<file path="src/rtl/requant_pkg.sv">
// requant_pkg: shared types, limits and the saturation helper for the requantization stage.
//   SOF_LAG_MAX  largest supported lag of sof/eof behind sop/eop
//   frm_state_t  framing checker states
//   sat_relu     clamps a signed value to a w-bit signed range, or to [0, max] when relu is set
package requant_pkg;
   localparam int SOF_LAG_MAX = 1;
   typedef enum logic [1:0] {IDLE, GAP, LINE} frm_state_t;
   // Works on a 64-bit sign-extended value; the caller casts the result down to w bits.
   function automatic logic signed [63:0] sat_relu(input logic signed [63:0] value, input logic relu, input int w = 8);
      logic signed [63:0] mx, mn;
      mx = (64'sd1 <<< (w - 1)) - 64'sd1;
      mn = -mx - 64'sd1;
      return value > mx ? mx : (relu && value < 64'sd0) ? 64'sd0 : value < mn ? mn : value;
   endfunction
endpackage

</file>
<file path="src/rtl/frame_chk.sv">
// frame_chk: line/frame framing checker with a sticky error flag.
//   clk, reset_n                 clock, asynchronous active-low reset
//   valid, sop, eop              word qualifiers as they enter the block
//   sof, eof                     frame markers, trailing sop/eop by SOF_LAG cycles
//   err_clr                      clears err (a new error in the same cycle wins)
//   err                          sticky framing error
module frame_chk import requant_pkg::*; #(
   parameter int LINE_LEN = 224,
   parameter int LINE_NUM = 224,
   parameter int SOF_LAG  = 1
) (
   input  logic clk,
   input  logic reset_n,
   input  logic valid,
   input  logic sop,
   input  logic eop,
   input  logic sof,
   input  logic eof,
   input  logic err_clr,
   output logic err
);
   localparam int PW = $clog2(LINE_LEN + 1);
   localparam int LW = $clog2(LINE_NUM + 1);
   localparam logic [PW-1:0] LEN = PW'(LINE_LEN);
   localparam logic [LW-1:0] NUM = LW'(LINE_NUM);
   frm_state_t state, state_n, st;
   logic [PW-1:0] pix, pix_n, pn;
   logic [LW-1:0] line, line_n, ls, ln;
   logic start_r, last_r, start_w, last_w, start_l, last_l, go, act, rs, err_n;
   // Word checks run on the word as it arrives; sof/eof checks run SOF_LAG cycles later
   // against what the word looked like (frame start candidate / last-line eop).
   // A frame start taken from IDLE is provisional until its sof shows up; without it
   // the checker falls back to IDLE.
   always_comb begin
      st = (SOF_LAG != 0 && start_r && !sof) ? IDLE : state;
      rs = valid && sop;
      go = rs && (st == GAP || (st == IDLE && (SOF_LAG != 0 || sof)));
      act = go || (valid && !sop && st == LINE);
      pn = go ? PW'(1) : pix + PW'(1);
      ls = st == IDLE ? LW'(1) : st == GAP ? line + LW'(1) : line;
      ln = go ? ls : line;
      start_w = rs && st == IDLE;
      last_w = act && eop && ln == NUM;
      start_l = SOF_LAG != 0 ? start_r : start_w;
      last_l = SOF_LAG != 0 ? last_r : last_w;
      err_n = (valid && !sop && st != LINE) || (rs && st == LINE) || (act && (eop != (pn == LEN)))
            || (sof && !start_l) || (eof && !last_l) || (last_l && !eof);
      // Errors drop to IDLE unless the erroring word carries sop, which restarts the line.
      state_n = err_n ? (rs ? LINE : IDLE) : !act ? st : !eop ? LINE : ln == NUM ? IDLE : GAP;
      pix_n = err_n ? (rs ? PW'(1) : '0) : !act ? pix : eop ? '0 : pn;
      line_n = err_n ? (rs ? ls : '0) : !act ? line : (eop && ln == NUM) ? '0 : ln;
   end
   always_ff @(posedge clk or negedge reset_n)
      if (!reset_n) begin
         state <= IDLE;
         pix <= '0;
         line <= '0;
         start_r <= 1'b0;
         last_r <= 1'b0;
         err <= 1'b0;
      end else begin
         state <= state_n;
         pix <= pix_n;
         line <= line_n;
         start_r <= start_w;
         last_r <= last_w;
         err <= err_n || (err && !err_clr);
      end
endmodule

</file>
<file path="src/rtl/requant_relu_sat.sv">
// requant_relu_sat: round, arithmetic shift, ReLU/saturate wide accumulator words to activations,
// realign trailing sof/eof onto sop/eop and check framing.
//   clk, reset_n                        clock, asynchronous active-low reset
//   data_i, valid_i, sop_i, eop_i       signed input word and its qualifiers
//   sof_i, eof_i                        frame markers, SOF_LAG cycles behind sop_i/eop_i
//   err_clr_i                           clears err_o
//   data_o, valid_o, sop_o, eop_o       activation and qualifiers, 3 + SOF_LAG cycles later
//   sof_o, eof_o                        frame markers coincident with sop_o/eop_o
//   err_o                               sticky framing error
// Build option: define REQUANT_ROUND_EN to add the half-LSB rounding offset before the shift.
module requant_relu_sat import requant_pkg::*; #(
   parameter int IN_WIDTH  = 24,
   parameter int OUT_WIDTH = 8,
   parameter int SHIFT     = 8,
   parameter int RELU      = 1,
   parameter int LINE_LEN  = 224,
   parameter int LINE_NUM  = 224,
   parameter int SOF_LAG   = 1
) (
   input  logic                 clk,
   input  logic                 reset_n,
   input  logic [IN_WIDTH-1:0]  data_i,
   input  logic                 valid_i,
   input  logic                 sop_i,
   input  logic                 eop_i,
   input  logic                 sof_i,
   input  logic                 eof_i,
   input  logic                 err_clr_i,
   output logic [OUT_WIDTH-1:0] data_o,
   output logic                 valid_o,
   output logic                 sop_o,
   output logic                 eop_o,
   output logic                 sof_o,
   output logic                 eof_o,
   output logic                 err_o
);
   localparam int LAG = SOF_LAG > SOF_LAG_MAX ? SOF_LAG_MAX : SOF_LAG;
`ifdef REQUANT_ROUND_EN
   localparam logic [IN_WIDTH:0] RND = (SHIFT == 0) ? '0 : (IN_WIDTH + 1)'(1) << (SHIFT == 0 ? 0 : SHIFT - 1);
`else
   localparam logic [IN_WIDTH:0] RND = '0;
`endif
   logic [IN_WIDTH-1:0] d0;
   logic v0, sp0, ep0;
   logic signed [IN_WIDTH:0] s1, s2;
   logic [4:0] c1, c2, c3;
   logic [OUT_WIDTH-1:0] q;
   // Word and sop/eop wait here so the trailing sof/eof line up with them.
   generate
      if (LAG != 0) begin : g_lag
         always_ff @(posedge clk or negedge reset_n)
            if (!reset_n) {v0, sp0, ep0} <= '0;
            else {v0, sp0, ep0} <= {valid_i, valid_i && sop_i, valid_i && eop_i};
         always_ff @(posedge clk)
            d0 <= data_i;
      end else begin : g_now
         assign {v0, sp0, ep0} = {valid_i, valid_i && sop_i, valid_i && eop_i};
         assign d0 = data_i;
      end
   endgenerate
   // Control bundle {valid, sop, eop, sof, eof}; unmatched sof/eof are dropped here.
   always_ff @(posedge clk or negedge reset_n)
      if (!reset_n) begin
         c1 <= '0;
         c2 <= '0;
         c3 <= '0;
         q <= '0;
      end else begin
         c1 <= {v0, sp0, ep0, sp0 && sof_i, ep0 && eof_i};
         c2 <= c1;
         c3 <= c2;
         q <= OUT_WIDTH'(sat_relu(64'(s2), RELU != 0, OUT_WIDTH));
      end
   // One extra bit of headroom keeps the rounding add from overflowing.
   always_ff @(posedge clk) begin
      s1 <= {d0[IN_WIDTH-1], d0} + RND;
      s2 <= s1 >>> SHIFT;
   end
   assign {valid_o, sop_o, eop_o, sof_o, eof_o} = c3;
   assign data_o = q;
   frame_chk #(
      .LINE_LEN(LINE_LEN),
      .LINE_NUM(LINE_NUM),
      .SOF_LAG (LAG)
   ) u_chk (
      .clk    (clk),
      .reset_n(reset_n),
      .valid  (valid_i),
      .sop    (sop_i),
      .eop    (eop_i),
      .sof    (sof_i),
      .eof    (eof_i),
      .err_clr(err_clr_i),
      .err    (err_o)
   );
endmodule

</file>
<file path="config.mk">
export PLATFORM = sky130hd
export DESIGN_NAME = requant_relu_sat
export DESIGN_NICKNAME = d
export VERILOG_FILES = /design/src/rtl/requant_pkg.sv /design/src/rtl/frame_chk.sv /design/src/rtl/requant_relu_sat.sv
export SDC_FILE = /design/constraint.sdc
export NUM_CORES = 1
export LEC_CHECK = 0
export ABC_CLOCK_PERIOD_IN_PS = 3030
export CAP_MARGIN = 5
export CORE_MARGIN = 2
export CORE_UTILIZATION = 54
export DETAILED_ROUTE_END_ITERATION = 16
export MAX_ROUTING_LAYER = met4
export PLACE_DENSITY = 0.89
export SYNTH_ARGS = -nofsm -noshare
export SYNTH_HDL_FRONTEND = slang
export SYNTH_SLANG_ARGS = --single-unit
</file>
<file path="constraint.sdc">
create_clock -name clk -period 3.03 [get_ports clk]
set_clock_uncertainty 0.2 [all_clocks]
set_input_delay 0.303 -clock clk [delete_from_list [all_inputs] [get_ports clk]]
set_output_delay 0.303 -clock clk [all_outputs]
set_load 0.02 [all_outputs]
</file>
==> impl_results.md, run 1 <==
- Status: completed
- Clock period minus worst slack: 2.88 ns
- Register area: 2140 sq um
- Full die area: 6970 sq um
- PD cells: 555 nW/um^2
- Leakage: 1.79 nW
- Routed WL per cell: 15.6 um
- Site Rows: 28
- Clock-pin slew on the worst setup and hold paths: 0.10 ns
- Synth top cells by count: dfxtp_1 (48), dfrtp_1 (47), nand2_1 (25), o21ai_0 (25), nor2_1 (17)
- Vias in the first global route: 2596
- Slew @ Worst Pin: 1.05 ns
- Worst endpoint data arrival time: 2.99 ns
- Post-synth top area share: 0.345
- Largest net degree at the start of global routing: 48
- Multi-input logic area: 1160 sq um
- # clock sinks: 95
- Main synth FF type: dfxtp_1
- 1st-pass router iterations: 6
- Initial Utilization: 0.566
- Setup violations, final: 0
- CP max stage cell: dfrtp_1
- Clock Latency Late Sink: 0.36 ns
- Post-route ant nets: 0
- DIE HEIGHT: 83.5 um
- DP Worst Slack: 0.0332 ns
- Chip width: 83.5 um
- Hold WC Path Type: register to register
- Ports: 46
- Fin crit share: 0.950
- Post-synth top area cell: dfrtp_1
- Drt first-iter violations: 243
- Clock Tree Buf Depth: 2
- Fillers: 429
- First-pass GRT wire length: 11.7 mm
- Startpoint types: register
- PnR Total Power: 2.33 mW
- H-tree levels: 3
- Syn nets: 345
- Slew Limit Fails: 0
- Ys async rst share: 0.495
- Unique masters post-synth: 55
- Crit path max-delay family: compound AO/OA/AOI/OAI gates
- Final setup margin: 0.151 ns
- Grt total ovfl: 0
- Sequential area share after synthesis: 0.626
- Placeable Area: 6030 sq um
- Input/output buffers: 37
- Cell Area, Synth: 3410 sq um
- Synth area leaders: dfrtp_1 (34%), dfxtp_1 (28%), o21ai_0 (3.7%)
- CP max stage delay: 0.42 ns
- Post-synthesis register bit count: 95
- GRT Resource Usage Total: 0.218
- Capturing element type of the critical path: register
- Num CTS Buffers: 9
- MaxCap Viol Count: 0
- Initial antenna violation count: 0
- Post-Syn Area per Cell: 11.0 sq um
- Most common cell in the netlist: dfxtp_1
- EDFF count, synth: 0
- Crit-path max FO: 7
- Placer Congestion: 0.924
- Worst Path Buf+Inv: 1
- P&R area growth vs syn: 23.0%
- Antenna Cells: 0
- Ys Warns: 0
- Critical path class: register to register
- Relative slew margins: 0.302
- F_max: 347 MHz
- DRC: 0
- CTS tree: done
- Post-Synthesis Cells: 311
- Peak VDD IR: 0.555 mV
- CTS Root Cell: clkbuf_8
- Worst-path cell chain: ha_1 -> and2_1 -> nor4_2 -> a311oi_1 -> a41oi_1 -> nand3_2 -> buf_4 -> a2111oi_0 -> a21o_1
- Hold Violations, Final: 0
- Sum of net half-perimeters after detailed placement: 4.92 mm
- DRT Wirelength: 7.04 mm
- Worst Path Required: 3.14 ns
- DR vias/cell: 5.73
- Via Count: 2588
- Fraction of layout cells with a size suffix above 1: 0.127
- Final nets: 406
path summary, 6_finish.rpt:
path	from	endpoint	slack, ns	depth (start not counted)
setup / recovery	u_chk.pix[0]$_DFFE_PN0P_	u_chk.pix[5]$_DFFE_PN0P_	0.15	9
hold / removal	s1[22]$_DFF_P_	s2[14]$_DFF_P_	0.13	0
setup reg to reg	u_chk.pix[0]$_DFFE_PN0P_	u_chk.pix[5]$_DFFE_PN0P_	0.15	9
hold reg to reg	s1[22]$_DFF_P_	s2[14]$_DFF_P_	0.13	0
max in group asynchronous	reset_n	u_chk.pix[1]$_DFFE_PN0P_	1.51	2
min in group asynchronous	reset_n	c3[3]$_DFF_PN0_	0.47	2
final cells by class:
type,instances,share of cell area
Sequential cell,95,0.509
Multi-Input combinational cell,191,0.277
Timing Repair Buffer,62,0.132
Clock buffer,11,0.0364
Tap cell,75,0.0224
Inverter,13,0.0116
Clock inverter,5,0.0107
report_power, final:
part           total [mW]  switching [mW]  internal (mW)
clock network       0.802           0.441          0.361
registers            1.33          0.0196           1.31
logic               0.193           0.103         0.0897
cells in the final DEF (no fill, tap or decap), types with 4 or more instances in the layout:
master           count
nand2b_1             5
nor3_1               8
o21ai_0             25
clkdlybuf4s50_1     36
a21o_1               4
a21oi_1             10
nor2_1              17
o22ai_1              6
a2111oi_0            4
dfxtp_1             48
nand3_1             11
nand2_1             25
and3_1               5
and2_1               6
inv_1               13
dfrtp_1             47
buf_4               24
clkbuf_8             9
a22oi_1              5
a31oi_1              4
logic make-up (layout without fill, tap and decap cells):
logic type / count (synthesis) / after routing / synth area share
simple gates: 105 / 105 / 0.168
flops: 95 / 95 / 0.626
compound gates: 79 / 79 / 0.152
buf+inv: 25 / 91 / 0.0345
xor+xnor: 3 / 3 / 0.00770
fa+ha+maj: 2 / 2 / 0.00733
other cells: 1 / 1 / 0.00110
mux: 1 / 1 / 0.00293
layer usage:
| layer | share of wire | vias to the layer above | global-route usage |
|---|---|---|---|
| li1 | - | 1240 | - |
| met4 | 0.030 | 0 | 0.129 |
| met3 | 0.062 | 24 | 0.0495 |
| met5 | 0 | - | - |
| met1 | 0.41 | 1212 | 0.249 |
| met2 | 0.50 | 112 | 0.354 |
state kept, by name, summed over array words and instances (netlist names), 2 cells and up:
register	cells
c1	5
c2	5
c3	5
d0	16
data_o	8
s1	16
s2	16
u_chk.line	8
u_chk.pix	8
u_chk.state	2
what timing repair did:
action	in CTS	in global routing
hold endpoints to repair	47	0
setup buffers	0	1
hold buffers	1	0
endpoints found under the setup margin	0	5
gates resized for setup	0	2
per-stage QoR:
| stage | TNS [ns] | hold WS, ns | instance area (sq um) | cells | util |
|---|---|---|---|---|---|
| finish | 0 | 0.129 | 4200 | 452 | 0.696 |
| global route | -0.00163 | 0.134 | 4200 | 452 | 0.696 |
| CTS | 0 | 0.130 | 4180 | 451 | 0.694 |
| detailed placement | 0 | 0.112 | 3980 | 434 | 0.660 |
| global placement | 0 | 0.110 | 3980 | 434 | 0.660 |
| floorplan | 0 | -0.193 | 3410 | 311 | - |
(Power assumes the default switching activity.)
==> inputs of run 2 (changes only) <==
- MAX_ROUTING_LAYER: met4 -> not set
==> run 2 against run 1 <==
Total power is 2.0% lower; die area unchanged; non-clock buffer count down 3; clock power is 5.0% lower; clock-buffer cell count shrank 2; sequential share of layout area increased by 0.48 points; global-route usage fell by 0.38 points; final area down 0.92%; combinational power fell by 4%; critical path type unchanged.
==> impl_results.md, run 2 (synthesized netlist as in run 1, its figures left out) <==
- WP depth: 8
- Sum of net half-perimeters after detailed placement: 5.12 mm
- DR vias/cell: 5.83
- Pint: 1.71 mW
- RSZ-0062 raised after global routing: no
- Worst endpoint data arrival time: 2.94 ns
- Site Rows: 28
- Worst-path cell chain: ha_1 -> or3_1 -> o21ai_0 -> o2111ai_1 -> or4_4 -> and3_1 -> and3_4 -> a311o_1
- P&R area growth vs syn: 21.8%
- CTS tree: done
- Commonest non-fill, non-tap cell in the layout: dfxtp_1
- 1st-pass router iterations: 6
- Crit path max-delay family: simple AND/OR/NAND/NOR gates
- Initial antenna violation count: 0
- Drt first-iter violations: 223
- Clock Tree Buf Depth: 2
- Startpoint types: register
- Crit Reg-Reg Endpoint: u_chk.line[1]$_DFFE_PN0P_
- Placer Congestion: 0.881
- PD cells: 549 nW/um^2
- Antenna Cells: 0
- Multi-input logic area: 1160 sq um
- GRT Resource Usage Total: 0.215
- Fillers: 441
- Vias in the first global route: 2489
- Relative slew margins: 0.337
- CP max stage cell: or4_4
- Biggest registers after layout: d0 (16), s1 (16), s2 (16)
- Setup violations, final: 0
- Seq pwr share: 0.585
- Slew Limit Fails: 0
- # clock sinks: 95
- Register area: 2140 sq um
- Status: completed
- Combinational cell fraction of total power: 0.081
- # resized after CTS: 0
- Clock Latency Late Sink: 0.36 ns
- Most frequent cells in the layout: dfxtp_1 (48), dfrtp_1 (47), clkdlybuf4s50_1 (36)
- Setup slack, reg-to-reg: 0.14 ns
- Hold WC Path Type: register to register
- F_max: 346 MHz
- Switch Pwr: 571 uW
- Hold Violations, Final: 0
- Full die area: 6970 sq um
- Slew @ Worst Pin: 0.995 ns
- Clock power share: 0.334
- R2R Path Start: u_chk.pix[0]$_DFFE_PN0P_
- Input/output buffers: 37
- Peak VDD IR: 0.624 mV
- Worst Reg-to-Reg Cells: 8
- MaxCap Viol Count: 0
- Num CTS Buffers: 9
- Via Count: 2616
- Critical path startpoint: u_chk.pix[0]$_DFFE_PN0P_
- Final nets: 403
- DRC: 0
- Fin crit share: 0.953
- Setup bufs post-CTS: 0
- Routed WL per cell: 16.0 um
- CP max stage delay: 0.52 ns
- Largest net degree at the start of global routing: 48
- Hold-fix buffers at CTS: 1
- Sw Ratio: 0.250
- Post-route ant nets: 0
- H-tree levels: 3
- Worst Setup EP: u_chk.line[1]$_DFFE_PN0P_
- Finished Core Util: 0.690
- Worst Path Required: 3.08 ns
- Setup TNS Final: 0 ns
- First-pass GRT wire length: 11.8 mm
- Clock-pin slew on the worst setup and hold paths: 0.10 ns
- Capturing element type of the critical path: register
- Worst Path Buf+Inv: 0
- Critical path class: register to register
- Initial Utilization: 0.566
- DRT Wirelength: 7.18 mm
- Chip width: 83.5 um
- Clock period minus worst slack: 2.89 ns
- Fraction of layout cells with a size suffix above 1: 0.120
- CTS Root Cell: clkbuf_8
- Ports: 46
- Crit-path max FO: 6
- Grt total ovfl: 0
- Leakage: 1.78 nW
- Placeable Area: 6030 sq um
- DIE HEIGHT: 83.5 um
[run 2: changes by cell type in the layout (fill, tap and decap cells not counted), sizes merged]
cell	before	now
buf	25	22
clkbuf	11	9
clkinv	1	3
[run 2: power by group through the flow]
stage / Combinational, mW / Clock (mW) / Sequential, mW
3_5_place_dp: 0.182 / 0 / 1.36
3_3_place_gp: 0.176 / 0 / 1.36
2_1_floorplan: 0.0637 / 0 / 1.37
6_report: 0.185 / 0.762 / 1.34
5_1_grt: 0.199 / 0.839 / 1.34
4_1_cts: 0.184 / 0.778 / 1.34
[run 2: worst min-delay path by stage]
stage	from	end	slack, ns	cells past startpoint
2_1_floorplan	reset_n	c1[0]$_DFF_PN0_	-0.19	0
3_3_place_gp	d0[12]$_DFF_P_	s1[12]$_DFF_P_	0.11	0
3_5_place_dp	s1[14]$_DFF_P_	s2[6]$_DFF_P_	0.11	0
4_1_cts	s1[16]$_DFF_P_	s2[8]$_DFF_P_	0.13	0
5_1_grt	s1[16]$_DFF_P_	s2[8]$_DFF_P_	0.14	0
6_report	s1[16]$_DFF_P_	s2[8]$_DFF_P_	0.12	0
[run 2: metal layers]
metal	GRT usage	share of wire	wire length (um)	vias up
met5	0	0	0	-
met4	0.101	0.027	193	0
met3	0.0504	0.058	416	26
met2	0.373	0.52	3710	123
met1	0.251	0.40	2860	1230
li1	-	-	-	1237
[run 2: per-stage QoR]
| step | instances | hold WS, ns | worst slack [ns] | cell area, sq um | power, mW |
|---|---|---|---|---|---|
| after floorplan | 311 | -0.193 | 0.272 | 3410 | 1.43 |
| after global placement | 432 | 0.110 | 0.0659 | 3960 | 1.54 |
| after detailed placement | 432 | 0.112 | -0.0146 | 3960 | 1.54 |
| after CTS | 449 | 0.125 | 0.145 | 4160 | 2.30 |
| after global routing | 449 | 0.138 | 0.0185 | 4160 | 2.38 |
| final | 449 | 0.120 | 0.141 | 4160 | 2.28 |
[run 2: cell type report]
class / count / area share
sequential: 95 / 0.514
multi-input combinational: 191 / 0.278
timing repair buffer: 59 / 0.128
clock buffer: 9 / 0.0298
tap: 75 / 0.0226
clock inverter: 7 / 0.0151
inverter: 13 / 0.0117
